<file path="src/rtl/adc_sample_scheduler_if.sv">
// adc_sample_scheduler_if: control, ADC handshake and status bundle for the sample scheduler
interface adc_sample_scheduler_if;
  logic        enable;
  logic        adc_data_valid;
  logic [15:0] adc_data_value;
  logic [15:0] thresh_hi;
  logic [15:0] thresh_lo;
  logic        fault_clear;
  logic        adc_start;
  logic [15:0] avg_value;
  logic        avg_valid;
  logic        fault_over;
  logic        fault_under;
  logic        fault_timeout;
  modport master (
    output enable, adc_data_valid, adc_data_value, thresh_hi, thresh_lo, fault_clear,
    input  adc_start, avg_value, avg_valid, fault_over, fault_under, fault_timeout
  );
  modport slave (
    input  enable, adc_data_valid, adc_data_value, thresh_hi, thresh_lo, fault_clear,
    output adc_start, avg_value, avg_valid, fault_over, fault_under, fault_timeout
  );
endinterface

</file>
<file path="src/rtl/adc_sample_scheduler.sv">
// adc_sample_scheduler: periodic ADC conversion requests, block averaging and sticky range/timeout faults
module adc_sample_scheduler #(
  parameter int SAMPLE_PERIOD  = 1000,
  parameter int AVG_LOG2       = 2,
  parameter int TIMEOUT_CYCLES = 200,
  parameter int FAULT_COUNT    = 3
) (
  input logic                   clk,
  input logic                   rst,
  adc_sample_scheduler_if.slave bus
);
  localparam int PW = $clog2(SAMPLE_PERIOD);
  localparam int TW = $clog2(TIMEOUT_CYCLES);
  localparam int FW = $clog2(FAULT_COUNT + 1);
  localparam int CW = AVG_LOG2 + 1;
  localparam int AW = 16 + AVG_LOG2;
  localparam logic [2:0] IDLE        = 3'd0;
  localparam logic [2:0] START       = 3'd1;
  localparam logic [2:0] WAIT_DATA   = 3'd2;
  localparam logic [2:0] CHECK       = 3'd3;
  localparam logic [2:0] WAIT_PERIOD = 3'd4;
  localparam logic [PW-1:0] PERIOD_LAST  = PW'(SAMPLE_PERIOD - 1);
  localparam logic [TW-1:0] TIMEOUT_LAST = TW'(TIMEOUT_CYCLES - 1);
  localparam logic [FW-1:0] FAULT_SAT    = FW'(FAULT_COUNT);
  localparam logic [CW-1:0] N            = CW'(1 << AVG_LOG2);
  logic [2:0]    state, state_nx;
  logic [PW-1:0] period_cnt;
  logic [TW-1:0] tmo_cnt;
  logic [AW-1:0] acc;
  logic [CW-1:0] cnt;
  logic [FW-1:0] over_run, under_run, over_nx, under_nx;
  logic [15:0]   avg;
  logic          sample, timed_out, period_end, clr, check;
  assign sample     = state == WAIT_DATA && bus.adc_data_valid;
  assign timed_out  = state == WAIT_DATA && !bus.adc_data_valid && tmo_cnt == TIMEOUT_LAST;
  assign period_end = state == WAIT_PERIOD && period_cnt == PERIOD_LAST;
  assign check      = state == CHECK;
  assign clr        = timed_out || check || (period_end && !bus.enable);
  assign avg        = 16'(acc >> AVG_LOG2);
  assign over_nx    = avg > bus.thresh_hi ? (over_run == FAULT_SAT ? over_run : over_run + FW'(1)) : '0;
  assign under_nx   = avg < bus.thresh_lo ? (under_run == FAULT_SAT ? under_run : under_run + FW'(1)) : '0;
  assign bus.adc_start = state == START;
  always_comb begin
    state_nx = state;
    case (state)
      IDLE:        state_nx = bus.enable ? START : IDLE;
      START:       state_nx = WAIT_DATA;
      WAIT_DATA:   state_nx = sample ? (cnt + CW'(1) == N ? CHECK : WAIT_PERIOD) : timed_out ? WAIT_PERIOD : WAIT_DATA;
      CHECK:       state_nx = WAIT_PERIOD;
      WAIT_PERIOD: state_nx = period_end ? (bus.enable ? START : IDLE) : WAIT_PERIOD;
      default:     state_nx = IDLE;
    endcase
  end
  always_ff @(posedge clk) begin
    if (rst) begin
      state      <= IDLE;
      period_cnt <= '0;
      tmo_cnt    <= '0;
      acc        <= '0;
      cnt        <= '0;
    end else begin
      state      <= state_nx;
      period_cnt <= (state_nx == START || state == IDLE) ? '0 : period_cnt + PW'(1);
      tmo_cnt    <= (state_nx == START || state == IDLE) ? '0 : tmo_cnt + TW'(1);
      acc        <= sample ? acc + AW'(bus.adc_data_value) : clr ? '0 : acc;
      cnt        <= sample ? cnt + CW'(1) : clr ? '0 : cnt;
    end
  end
  always_ff @(posedge clk) begin
    if (rst) begin
      bus.avg_value     <= '0;
      bus.avg_valid     <= 1'b0;
      over_run          <= '0;
      under_run         <= '0;
      bus.fault_over    <= 1'b0;
      bus.fault_under   <= 1'b0;
      bus.fault_timeout <= 1'b0;
    end else begin
      bus.avg_valid     <= check;
      bus.avg_value     <= check ? avg : bus.avg_value;
      over_run          <= check ? over_nx : bus.fault_clear ? '0 : over_run;
      under_run         <= check ? under_nx : bus.fault_clear ? '0 : under_run;
      bus.fault_over    <= (check && over_nx == FAULT_SAT) || (!bus.fault_clear && bus.fault_over);
      bus.fault_under   <= (check && under_nx == FAULT_SAT) || (!bus.fault_clear && bus.fault_under);
      bus.fault_timeout <= timed_out || (!bus.fault_clear && bus.fault_timeout);
    end
  end
endmodule

</file>
<file path="src/flat_wrapper.sv">
// flat-port wrapper written by rule: the top's interface ports become plain ports
module adc_sample_scheduler_flat 
#(
  parameter int SAMPLE_PERIOD  = 1000,
  parameter int AVG_LOG2       = 2,
  parameter int TIMEOUT_CYCLES = 200,
  parameter int FAULT_COUNT    = 3
)
  (clk, rst, bus_enable, bus_adc_data_valid, bus_adc_data_value, bus_thresh_hi, bus_thresh_lo, bus_fault_clear, bus_adc_start, bus_avg_value, bus_avg_valid, bus_fault_over, bus_fault_under, bus_fault_timeout);
  adc_sample_scheduler_if bus_i ();
  input logic clk;
  input logic rst;
  input wire logic [$bits(bus_i.enable)-1:0] bus_enable;
  input wire logic [$bits(bus_i.adc_data_valid)-1:0] bus_adc_data_valid;
  input wire logic [$bits(bus_i.adc_data_value)-1:0] bus_adc_data_value;
  input wire logic [$bits(bus_i.thresh_hi)-1:0] bus_thresh_hi;
  input wire logic [$bits(bus_i.thresh_lo)-1:0] bus_thresh_lo;
  input wire logic [$bits(bus_i.fault_clear)-1:0] bus_fault_clear;
  output wire logic [$bits(bus_i.adc_start)-1:0] bus_adc_start;
  output wire logic [$bits(bus_i.avg_value)-1:0] bus_avg_value;
  output wire logic [$bits(bus_i.avg_valid)-1:0] bus_avg_valid;
  output wire logic [$bits(bus_i.fault_over)-1:0] bus_fault_over;
  output wire logic [$bits(bus_i.fault_under)-1:0] bus_fault_under;
  output wire logic [$bits(bus_i.fault_timeout)-1:0] bus_fault_timeout;
  assign bus_i.enable = bus_enable;
  assign bus_i.adc_data_valid = bus_adc_data_valid;
  assign bus_i.adc_data_value = bus_adc_data_value;
  assign bus_i.thresh_hi = bus_thresh_hi;
  assign bus_i.thresh_lo = bus_thresh_lo;
  assign bus_i.fault_clear = bus_fault_clear;
  assign bus_adc_start = bus_i.adc_start;
  assign bus_avg_value = bus_i.avg_value;
  assign bus_avg_valid = bus_i.avg_valid;
  assign bus_fault_over = bus_i.fault_over;
  assign bus_fault_under = bus_i.fault_under;
  assign bus_fault_timeout = bus_i.fault_timeout;
  adc_sample_scheduler #(.SAMPLE_PERIOD(SAMPLE_PERIOD), .AVG_LOG2(AVG_LOG2), .TIMEOUT_CYCLES(TIMEOUT_CYCLES), .FAULT_COUNT(FAULT_COUNT)) u_core (.clk(clk), .rst(rst), .bus(bus_i));
endmodule
</file>
<file path="config.mk">
export PLATFORM = sky130hd
export DESIGN_NAME = adc_sample_scheduler_flat
export DESIGN_NICKNAME = d
export VERILOG_FILES = /design/src/rtl/adc_sample_scheduler_if.sv /design/src/rtl/adc_sample_scheduler.sv /design/src/flat_wrapper.sv
export SDC_FILE = /design/constraint.sdc
export NUM_CORES = 1
export LEC_CHECK = 0
export CORE_MARGIN = 3
export CORE_UTILIZATION = 40
export CTS_CLUSTER_SIZE = 28
export DETAILED_ROUTE_END_ITERATION = 12
export SLEW_MARGIN = 20
export SYNTH_ARGS = -nofsm -noshare
export SYNTH_HDL_FRONTEND = slang
export SYNTH_SLANG_ARGS = --single-unit
export TNS_END_PERCENT = 30
</file>
<file path="constraint.sdc">
create_clock -name clk -period 4.38 [get_ports clk]
set_input_delay 0.876 -clock clk [delete_from_list [all_inputs] [get_ports clk]]
set_output_delay 0.876 -clock clk [all_outputs]
set_load 0.02 [all_outputs]
</file>
* Yosys cells after proc, flatten, opt, wreduce, memory -nomap -nowiden
Index checks and enable logic that the tools add are counted.
** Operators by class
- $add $sub $neg :: 6
- Magnitude comparators :: 2
- Equality and inequality tests :: 12
- Reduce and logical (&&, ||, !) cells :: 23
- Multiplexer cells :: 17
** Operators with widths (number)
- $mux 18 :: 2
- $add 18x16->18 :: 1
- $mux 3 :: 6
- $gt 16x16->1 :: 1
- $lt 16x16->1 :: 1
- $pmux 3 s5 :: 1
- $mux 2 :: 7
- $add 10x1->10 const B :: 1
- $eq 10x10->1 const B :: 1
- $logic_and 1x1->1 :: 10
- $add 8x1->8 const B :: 1
- $eq 2x2->1 const B :: 4
- $eq 8x8->1 const B :: 1
- $eq 3x1->1 const B :: 2
- $eq 3x2->1 const B :: 2
- $eq 3x3->1 const B :: 2
- $logic_or 1x1->1 :: 6
- $add 2x1->2 const B :: 2
- $reduce_bool 2->1 :: 2
- $add 3x1->3 const B :: 1
- $logic_not 1->1 :: 3
- $logic_not 3->1 :: 1
- $reduce_or 2->1 :: 1
- $mux 1 :: 1
** Word-level totals
- Word-level logic and storage cells :: 72
- Output and inout bits :: 21
- Register bits :: 66

* Logic depth before layout (Yosys ltp)
- Depth in word-level cells :: 9
- Gate-level depth with buffers :: 9
- Gate-level depth less buffers :: 9

* Worst setup path before layout
No wires, ideal clock.
- Path kind :: input port to flip-flop
- Start point :: input port bus_adc_data_value[0]
- End point :: register u_core.acc[16]
- Arrival :: 2442 ps
- Data required time :: 4250 ps
- Setup slack :: 1808 ps
- Cell stages on the path :: 9
- Cell sequence :: ha_1 inv_1 fa_1 nand2b_1 a21o_1 a211oi_1 nor2_1 o2111ai_1 o211ai_1
** Between the ends
- Longest elaborated chain between the ends :: 2
** RTL lines
- from (decl) :: RTL line flat_wrapper.sv:15 : input wire logic [$bits(bus_i.adc_data_value)-1:0] bus_adc_data_value;
- $add 18x16->18 :: RTL line adc_sample_scheduler.sv:65 : acc <= sample ? acc + AW'(bus.adc_data_value) : clr ? '0 : acc;
- $mux 18 :: RTL line adc_sample_scheduler.sv:65
- to (signal assigned) :: RTL line adc_sample_scheduler.sv:65
- to (decl) :: RTL line adc_sample_scheduler.sv:29 : logic [AW-1:0] acc;
No other way between the ends.
A chain may end at the register's enable or synchronous reset.

* Worst setup path in the final report
Ends and elaborated chain as after synthesis.

==> qor.csv <==
metric,value,unit
status,"complete, no violations",
max_cap_violations,0,
instances_no_fill,716,
p_int,0.926,mW
crit_path_max_fanout,3,
die_area,11600,um^2
met2_length,4450,um
finClkSkew,11.6,ps
n_antenna_cell,0,
antenna_found_initial,0,
synth_compound_area_share,20.0,%
clk_pin_slew,90,ps
clkLatencyLatePin,350,ps
post-dp-hpwl,7830,um
hp-class,reg2reg,
synth_nets,610,
synth_warnings,0,
async_flop_share,0,%
setup_viol,0,
fin_crit_sh,66.7,%
clock_sinks,66,
finalPower,1.31,mW
peakVddDrop,140,uV
crit_path_end_kind,flip-flop,
clock_path_buffers,2,
wl_per_cell,14.0,um
yosysSeqAreaShare,32.0,%
cts-root-buf,clkbuf_8,
track_usage,18.1,%
num_vias,3614,
place_ws,1100,ps
synthSimpleGateAreaFrac,20.6,%
core,9910,um^2
io_pins,74,
r2r_cells,9,
cts_buffers,9,
rsz0062_at_grt,false,
drt_drc_violations_left,0,
h-tree-depth,3,
yosysTopAreaCell,dfxtp_1,
worstPathRequired,4600,ps
p_seq_share,47.8,%
drt_iter0_drc,166,
fin_crit,2920,ps
syn_area_per_cell,8.19,um^2
whs_path_depth,1,
synth_adder_area_share,15.9,%
pwr-share-clk,36.6,%
synth_area,4140,um^2
gp_congestion,0.864,
switching_share,29.3,%
setup_tns,0,ps
final-seq-area,1320,um^2
max_slew_margin,43.1,%
fmax,342,MHz
final_nets,683,
synth.most_common_cell,dfxtp_1,
synth_cell_types,62,
ctsResizeCount,0,
hold_buffers,0,
drt-met1-wl,5060,um
synth_top_flop_cell,dfxtp_1,
p_switching,0.384,mW
slew_violations,0,
worstMarginPinSlew,852,ps
synthCells,505,
synth_xor_area_share,5.30,%
routed_wl,9990,um
synth_enable_flop_cells,0,
syn2layout_area_growth,25.1,%
hold_violations,0,
grt_pass1_wl,16800,um
powerDensity,253,nW/um^2
cp-start-kind,input port,
drt-vias-per-instance,5.05,
post_cts_buffers,0,
ys_ff_latch,66,
grt_max_degree,21,
fillCellCount,996,
setup_ws,1460,ps
synthTopCellsByCount,"dfxtp_1, nand2_1, nor2_1",
p_comb_share,15.5,%
synth_top_area_share,32.0,%
synth_top_family_by_area,simple AND/OR/NAND/NOR gates,
cts_tree,built,
firstDrtPassIters,4,
portBuffers,73,
drive_above_1_share,4.97,%
num_rows,36,
synthMuxAreaShare,0.484,%
grt_pass1_vias,3499,
crit_type,in2reg,
fin_util,52.2,%
met3WireLength,436,um
dp.cells,700,
multiInputGateArea,2580,um^2
initial_utilization,41.7,%
dr.max_layer_used,met4,
crit_arrival,3140,ps
synthTopCellsByArea,"dfxtp_1, ha_1, nand2_1",
overflow,0,
dieWidth,108,um
power_leakage,2.19,nW
antenna_left,0,
die_y,108,um
[layout by cell type (no fill, tap or decap), types with 10 or more instances in the layout]
cell / synthesis / layout
a21o_1: 14 / 14
a21oi_1: 43 / 43
clkdlybuf4s50_1: 0 / 73
dfxtp_1: 66 / 66
ha_1: 51 / 51
inv_1: 45 / 45
nand2_1: 64 / 64
nand3_1: 16 / 16
nor2_1: 52 / 51
o21ai_0: 15 / 15
xnor2_1: 10 / 10
xor2_1: 15 / 15
[critical path, stage by stage]
cell,delay (ps)
clkdlybuf4s50_1,460
ha_1,200
inv_1,70
fa_1,390
nand2b_1,190
a21o_1,210
a211oi_1,310
nor2_1,130
o2111ai_1,200
o211ai_1,110
[metrics by stage]
step | hold WS, ps | area (um^2)
floorplan | 413 | 4140
global placement | 427 | 4990
detailed placement | 439 | 4990
CTS | 452 | 5170
global route | 479 | 5170
finish | 449 | 5170
[final timing paths]
path	from	end	slack (ps)
worst max register to register	u_core.acc[0]$_SDFFE_PP0P_	u_core.acc[16]$_SDFFE_PP0P_	2110
worst max-delay path	bus_adc_data_value[0]	u_core.acc[16]$_SDFFE_PP0P_	1460
worst min register to register	u_core.period_cnt[0]$_SDFF_PP0_	u_core.period_cnt[0]$_SDFF_PP0_	450
worst min-delay path	u_core.period_cnt[0]$_SDFF_PP0_	u_core.period_cnt[0]$_SDFF_PP0_	450
[cells by family (layout without fill, tap and decap cells)]
kind of cell / count (synthesis) / count (layout)
simple gates: 178 / 178
mux: 2 / 2
flops: 66 / 66
buf+inv: 59 / 137
fa+ha+maj: 52 / 52
xor+xnor: 25 / 25
compound gates: 123 / 123
[power by group through the flow]
stage          sequential, mW  combinational [mW]  clock (mW)
2_1_floorplan           0.634               0.127           0
3_3_place_gp            0.641               0.200           0
3_5_place_dp            0.641               0.203           0
4_1_cts                 0.627               0.205       0.495
5_1_grt                 0.629               0.230       0.527
6_report                0.627               0.204       0.480
[cell type report]
cell class	count	share of cell area [%]
repair buffers	76	14.6
clock inverters	7	1.16
inverters	45	3.26
multi-input cells	380	49.9
flip-flops and latches	66	25.5
clock buffers	9	2.39
well taps	133	3.22
[layer usage]
metal,vias to the layer above,GRT usage (%)
met4,0,3.43
met1,1629,25.2
met5,-,0
met3,2,4.44
met2,72,28.6
li1,1911,-
[registers in the layout, summed over array words and instances (netlist names), 2 cells and up]
name and cells:
u_core.period_cnt 10, u_core.over_run 2, u_core.tmo_cnt 8, u_core.acc 18, u_core.cnt 3, u_core.state 3
u_core.bus.avg_value 16, u_core.under_run 2
Note: power is estimated with default switching activity, not from simulation.
